### config.mk
export PLATFORM = sky130hd
export DESIGN_NAME = mac_tx_framer
export DESIGN_NICKNAME = d
export VERILOG_FILES = /design/src/rtl/mac_tx_framer.sv
export SDC_FILE = /design/constraint.sdc
export NUM_CORES = 1
export LEC_CHECK = 0
export BUFFER_PORTS_ARGS = -buffer_cell sky130_fd_sc_hd__buf_2
export CELL_PAD_IN_SITES_DETAIL_PLACEMENT = 0
export CELL_PAD_IN_SITES_GLOBAL_PLACEMENT = 1
export CORE_UTILIZATION = 49
export DETAILED_ROUTE_END_ITERATION = 10
export PLACE_DENSITY_LB_ADDON = 0.1
export SETUP_SLACK_MARGIN = 0.1
export SYNTH_ARGS = -nofsm -noshare
export SYNTH_HDL_FRONTEND = slang
export SYNTH_SLANG_ARGS = --single-unit
### constraint.sdc
create_clock -name tx_clk -period 4.1 [get_ports tx_clk]
set_input_delay 1.23 -clock tx_clk [delete_from_list [all_inputs] [get_ports tx_clk]]
set_output_delay 1.23 -clock tx_clk [all_outputs]
set_load 0.05 [all_outputs]
### src/rtl/mac_tx_framer.sv
`timescale 1ns/1ps
// -----------------------------------------------------------------------------
// mac_tx_framer
//
// Consumer end of the client MAC TX byte interface. Each client frame is turned
// into a GMII byte stream: 7x 0x55 preamble, 0xD5 SFD, client data, optional
// zero pad to MIN_DATA bytes, optional CRC-32 FCS (LSB byte first), then an
// inter-frame gap. Oversized or truncated frames are aborted with gmii_tx_er.
//
// Optional feature: define TX_STATS_EN to add frame/byte/abort statistics.
//
// Ports
//   tx_clk               transmit clock
//   reset                asynchronous, active-high
//   conf_tx_en           transmitter enable, sampled only when a frame starts
//   conf_tx_jumbo_en     use JUMBO_FRAME instead of MAX_FRAME as the size limit
//   conf_tx_no_gen_crc   client supplies FCS: no pad, no FCS append
//   mac_tx_data[7:0]     client byte
//   mac_tx_dvld          client frame valid, high for the whole frame
//   mac_tx_ack           one-cycle pulse; byte0 is taken at the end of it
//   gmii_txd[7:0]        GMII data
//   gmii_tx_en           GMII enable
//   gmii_tx_er           GMII error, one cycle on frame abort
//   tx_busy              high whenever the framer is not idle
//   stat_frames[31:0]    (TX_STATS_EN) good frames sent
//   stat_bytes[31:0]     (TX_STATS_EN) data+pad+FCS bytes of good frames
//   stat_aborts[15:0]    (TX_STATS_EN) aborted frames
// -----------------------------------------------------------------------------
module mac_tx_framer #(
    parameter int IFG_BYTES   = 12,
    parameter int MIN_DATA    = 60,
    parameter int MAX_FRAME   = 1518,
    parameter int JUMBO_FRAME = 9018
) (
    input  logic        tx_clk,
    input  logic        reset,
    input  logic        conf_tx_en,
    input  logic        conf_tx_jumbo_en,
    input  logic        conf_tx_no_gen_crc,
    input  logic [7:0]  mac_tx_data,
    input  logic        mac_tx_dvld,
    output logic        mac_tx_ack,
    output logic [7:0]  gmii_txd,
    output logic        gmii_tx_en,
    output logic        gmii_tx_er,
    output logic        tx_busy
`ifdef TX_STATS_EN
    ,
    output logic [31:0] stat_frames,
    output logic [31:0] stat_bytes,
    output logic [15:0] stat_aborts
`endif
);

    localparam logic [3:0] ST_IDLE  = 4'd0;
    localparam logic [3:0] ST_PRE   = 4'd1;
    localparam logic [3:0] ST_SFD   = 4'd2;
    localparam logic [3:0] ST_DATA  = 4'd3;
    localparam logic [3:0] ST_PAD   = 4'd4;
    localparam logic [3:0] ST_FCS   = 4'd5;
    localparam logic [3:0] ST_IFG   = 4'd6;
    localparam logic [3:0] ST_ABORT = 4'd7;
    localparam logic [3:0] ST_DROP  = 4'd8;

    localparam int PRE_BYTES = 7;

    logic [3:0]  state, state_n;
    logic [7:0]  phase, phase_n;
    logic [13:0] byte_cnt, byte_cnt_n;
    logic [31:0] crc, crc_n;
    logic        jumbo_q, jumbo_n;
    logic        no_crc_q, no_crc_n;
    logic [7:0]  txd_n;
    logic        tx_en_n, tx_er_n, ack_n;
    logic [14:0] limit, next_len;
    logic        oversize;

    // Reflected IEEE 802.3 CRC-32 update, one byte, LSB first.
    function automatic logic [31:0] crc32_byte(input logic [31:0] c, input logic [7:0] d);
        logic [31:0] r;
        r = c ^ {24'h0, d};
        for (int i = 0; i < 8; i++)
            r = r[0] ? ((r >> 1) ^ 32'hEDB8_8320) : (r >> 1);
        return r;
    endfunction

    // Length the frame would have if the byte on the bus were accepted now;
    // with CRC generation the 4 FCS bytes count against the limit as well.
    assign limit    = jumbo_q ? 15'(JUMBO_FRAME) : 15'(MAX_FRAME);
    assign next_len = {1'b0, byte_cnt} + 15'd1 + (no_crc_q ? 15'd0 : 15'd4);
    assign oversize = next_len > limit;

    // Next-state logic. Outputs are registered, so every branch produces the
    // output values of the cycle it is entering.
    always_comb begin
        state_n    = state;
        phase_n    = phase;
        byte_cnt_n = byte_cnt;
        crc_n      = crc;
        jumbo_n    = jumbo_q;
        no_crc_n   = no_crc_q;
        txd_n      = 8'h00;
        tx_en_n    = 1'b0;
        tx_er_n    = 1'b0;
        ack_n      = 1'b0;
        case (state)
            ST_IDLE: begin
                if (mac_tx_dvld && conf_tx_en) begin
                    state_n    = ST_PRE;
                    phase_n    = 8'd1;
                    txd_n      = 8'h55;
                    tx_en_n    = 1'b1;
                    byte_cnt_n = '0;
                    crc_n      = '1;
                    jumbo_n    = conf_tx_jumbo_en;
                    no_crc_n   = conf_tx_no_gen_crc;
                end
            end
            ST_PRE: begin
                if (!mac_tx_dvld) begin
                    state_n = ST_ABORT;
                    tx_en_n = 1'b1;
                    tx_er_n = 1'b1;
                end else if (phase < 8'(PRE_BYTES)) begin
                    phase_n = phase + 8'd1;
                    txd_n   = 8'h55;
                    tx_en_n = 1'b1;
                end else begin
                    state_n = ST_SFD;
                    txd_n   = 8'hD5;
                    tx_en_n = 1'b1;
                    ack_n   = 1'b1;
                end
            end
            // SFD shares the byte-accept path: byte0 is taken at the ack edge.
            ST_SFD, ST_DATA: begin
                if (!mac_tx_dvld) begin
                    if (state == ST_SFD) begin
                        state_n = ST_ABORT;
                        tx_en_n = 1'b1;
                        tx_er_n = 1'b1;
                    end else if (!no_crc_q && byte_cnt < 14'(MIN_DATA)) begin
                        state_n    = ST_PAD;
                        tx_en_n    = 1'b1;
                        byte_cnt_n = byte_cnt + 14'd1;
                        crc_n      = crc32_byte(crc, 8'h00);
                    end else if (!no_crc_q) begin
                        state_n    = ST_FCS;
                        txd_n      = ~crc[7:0];
                        tx_en_n    = 1'b1;
                        phase_n    = 8'd1;
                        byte_cnt_n = byte_cnt + 14'd4;
                    end else begin
                        state_n = ST_IFG;
                        phase_n = 8'd1;
                    end
                end else if (oversize) begin
                    state_n = ST_ABORT;
                    tx_en_n = 1'b1;
                    tx_er_n = 1'b1;
                end else begin
                    state_n    = ST_DATA;
                    txd_n      = mac_tx_data;
                    tx_en_n    = 1'b1;
                    byte_cnt_n = byte_cnt + 14'd1;
                    crc_n      = crc32_byte(crc, mac_tx_data);
                end
            end
            ST_PAD: begin
                if (byte_cnt < 14'(MIN_DATA)) begin
                    tx_en_n    = 1'b1;
                    byte_cnt_n = byte_cnt + 14'd1;
                    crc_n      = crc32_byte(crc, 8'h00);
                end else begin
                    state_n    = ST_FCS;
                    txd_n      = ~crc[7:0];
                    tx_en_n    = 1'b1;
                    phase_n    = 8'd1;
                    byte_cnt_n = byte_cnt + 14'd4;
                end
            end
            ST_FCS: begin
                if (phase < 8'd4) begin
                    txd_n   = ~crc[{phase[1:0], 3'b000} +: 8];
                    tx_en_n = 1'b1;
                    phase_n = phase + 8'd1;
                end else begin
                    state_n = ST_IFG;
                    phase_n = 8'd1;
                end
            end
            // The mandatory IDLE cycle that follows is part of the gap, so
            // the IFG state itself lasts one cycle less than IFG_BYTES.
            ST_IFG: begin
                if (phase < 8'(IFG_BYTES - 1))
                    phase_n = phase + 8'd1;
                else
                    state_n = ST_IDLE;
            end
            ST_ABORT: begin
                if (mac_tx_dvld) begin
                    state_n = ST_DROP;
                end else begin
                    state_n = ST_IFG;
                    phase_n = 8'd1;
                end
            end
            ST_DROP: begin
                if (!mac_tx_dvld) begin
                    state_n = ST_IFG;
                    phase_n = 8'd1;
                end
            end
            default: state_n = ST_IDLE;
        endcase
    end

    always_ff @(posedge tx_clk or posedge reset) begin
        if (reset) begin
            state      <= ST_IDLE;
            phase      <= '0;
            byte_cnt   <= '0;
            crc        <= '0;
            jumbo_q    <= 1'b0;
            no_crc_q   <= 1'b0;
            gmii_txd   <= '0;
            gmii_tx_en <= 1'b0;
            gmii_tx_er <= 1'b0;
            mac_tx_ack <= 1'b0;
            tx_busy    <= 1'b0;
        end else begin
            state      <= state_n;
            phase      <= phase_n;
            byte_cnt   <= byte_cnt_n;
            crc        <= crc_n;
            jumbo_q    <= jumbo_n;
            no_crc_q   <= no_crc_n;
            gmii_txd   <= txd_n;
            gmii_tx_en <= tx_en_n;
            gmii_tx_er <= tx_er_n;
            mac_tx_ack <= ack_n;
            tx_busy    <= (state_n != ST_IDLE);
        end
    end

`ifdef TX_STATS_EN
    logic good_end, abort_entry;

    // A good frame ends on FCS entry, or on DATA->IFG when the client owns the FCS.
    // byte_cnt_n already includes the 4 FCS bytes on FCS entry.
    assign good_end    = (state_n == ST_FCS && state != ST_FCS) ||
                         (state == ST_DATA && state_n == ST_IFG);
    assign abort_entry = (state_n == ST_ABORT) && (state != ST_ABORT);

    always_ff @(posedge tx_clk or posedge reset) begin
        if (reset) begin
            stat_frames <= '0;
            stat_bytes  <= '0;
            stat_aborts <= '0;
        end else begin
            if (good_end) begin
                stat_frames <= stat_frames + 32'd1;
                stat_bytes  <= stat_bytes + 32'(byte_cnt_n);
            end
            if (abort_entry)
                stat_aborts <= stat_aborts + 16'd1;
        end
    end
`endif

endmodule

==> metrics.cfg <==
[worst_setup_path]
worstSetupPathType = reg -> reg
cp.arrival_ns = 4.06
critPathCaptureType = register
r2r_slack_ns = 0.28
cp.required_ns = 4.34
worst-path-max-fanout = 6
start_kind = register

[floorplan]
die_area_um2 = 12600
ios = 26
core_um2 = 11600
fp.dieW_um = 112
rows = 39
die_h_um = 112
initial_core_util_pct = 51.1

[global_route]
antenna_found_initial = 0
grt_pass1_wl_um = 27100
grt_max_degree = 73
track_usage_pct = 27.8
grt.overflow.total = 0
grt_pass1_vias = 4908

[yosys]
yosys_warnings = 0
syn-cell-area_um2 = 5940
synth_edf_count = 0
avgSynthCellArea_um2 = 8.94
synth_cells = 664
synth-seq-cells = 72
postSynth.asyncResetShare_pct = 100
ys_seq_area_share_pct = 30.4
yosys.cell_types.count = 71
syn_nets = 690
synthFlopType = dfrtp_1

[sta]
relSlewSlack_pct = 46.4
setup_violations = 0
rsz0062_at_grt = no
fin_crit_sh_pct = 93.2
period_minus_slack_ns = 3.82
drv_slew = 0
tightestPinTransition_ns = 0.802
final.setup.tns_ns = 0
max_freq_mhz = 262
clock_skew_ns = 0.00556
hold_violations = 0

[cells_and_area]
areaGrowthSynthToFinish_pct = 9.57
ff_latch_area_um2 = 1800
num_antenna_cells = 0
final_cell_mix = xnor2_1, nand2_1, dfrtp_1
final.fill_count = 1048
final_common_cell = xnor2_1
multi_input_area_um2 = 3880
fin_nets = 703
layout-drive-gt1-share_pct = 13.2

[clock_tree]
cts_max_level = 3
cts_max_path_buffers = 2
cts_tree = done
numCtsBuffers = 9
cts.sinks = 72
clk_latency_ns = 0.35
clk_pin_slew_worst_paths_ns = 0.06
root_buffer = clkbuf_16

[routing]
drtPass1Iterations = 8
via_per_inst = 6.23
wl_per_cell_um = 20.1
drc_errors = 3
drtIter0Drc = 557
vias = 5139
drtAntennaViolNets = 0
routed_wl_um = 16600

[place]
place.gp.congestion = 0.891
dpl.hpwl_um = 11800
port_buffers = 25

[min_path]
hold_path_class = reg -> reg

[run]
max_cap_viol_count = 0

[outcome]
violations = design-rule violations
status = finished with violations

routing by layer:
metal,track usage (%),wire (um),up-vias
met4,8.80,273,0
li1,-,-,2415
met3,3.51,946,24
met5,0,0,-
met1,41.7,8080,2530
met2,41.4,7300,170
state kept, by name (all words and copies together) (netlist names):
| register | flops |
|---|---|
| crc | 32 |
| byte_cnt | 14 |
| gmii_txd | 8 |
| phase | 8 |
| state | 4 |
| gmii_tx_en | 1 |
| gmii_tx_er | 1 |
| jumbo_q | 1 |
| mac_tx_ack | 1 |
| no_crc_q | 1 |
| tx_busy | 1 |
kinds of logic after synthesis:
kind of cell	synth area share, %
fa+ha+maj	2.53
compound gates	21.1
simple gates	15.0
buf+inv	4.81
xor+xnor	22.4
mux	3.82
flops	30.4
through the flow:
stage	instances	setup slack (ns)	utilization (%)	cell area (um2)	hold slack (ns)
finish	825	0.280	56.0	6500	0.508
CTS	825	0.146	55.8	6480	0.510
global route	825	0.0517	56.0	6500	0.548
floorplan	664	0.733	-	5940	0.463
global placement	809	0.333	53.1	6170	0.487
detailed placement	809	0.178	53.1	6170	0.496
path summary, 6_finish.rpt:
path	from	endpoint	depth (start not counted)
setup / recovery	no_crc_q	byte_cnt[12]	13
hold / removal	phase[7]	phase[7]	2
setup reg to reg	no_crc_q	byte_cnt[12]	13
hold reg to reg	phase[7]	phase[7]	2
max in group asynchronous	reset	byte_cnt[9]	3
min in group asynchronous	reset	phase[6]	3
cell type report:
class                   instances  area share, %
inverters                      12          0.693
clock inverters                 4          0.808
repair buffers                 43           4.39
well taps                     143           2.75
flip-flops and latches         72           27.7
clock buffers                  12           3.94
multi-input cells             539           59.7
worst max-delay path: stages (launching register included):
cell and delay [ns]:
dfrtp_1 0.44, inv_1 0.11, ha_1 0.42, a21oi_1 0.22
nor4b_1 0.39, xor2_1 0.23, ha_1 0.28, and3_1 0.19
o21a_1 0.11, and3_1 0.20, a221oi_4 0.41, o21a_1 0.23
nand3_1 0.15, o41ai_2 0.34
cell usage after synthesis (4+ instances only):
master	n	share of area [%]
xnor2_1	86	13
dfrtp_1	72	30
nand2_1	72	4.6
o21ai_0	64	5.4
xor2_1	43	6.3
a21oi_1	37	3.1
nor2_1	33	2.1
clkbuf_1	17	1.1
a221oi_1	15	2.2
nor3_1	15	1.3
nand3_1	14	1.2
buf_2	13	1.1
ha_1	12	2.5
inv_1	12	0.76
a31oi_1	10	1.1
o22ai_1	9	0.95
o21ai_1	8	0.67
and3_1	7	0.74
buf_6	7	1.3
mux4_2	7	2.7
a21o_1	6	0.76
nand4_1	6	0.63
o31ai_1	5	0.63
or3_1	5	0.53
a211o_1	4	0.59
and2_1	4	0.42
nand3b_1	4	0.51
nor2b_1	4	0.42
o211ai_1	4	0.51
xnor2_2	4	1.1
what timing repair did:
item,CTS,global route
hold buffers,0,0
setup buffers,0,0
endpoints found under the setup margin,0,54
resized for setup,0,6
Power is not shown: default switching activity piles up to over one toggle a cycle in this logic, so the estimate is an artifact.
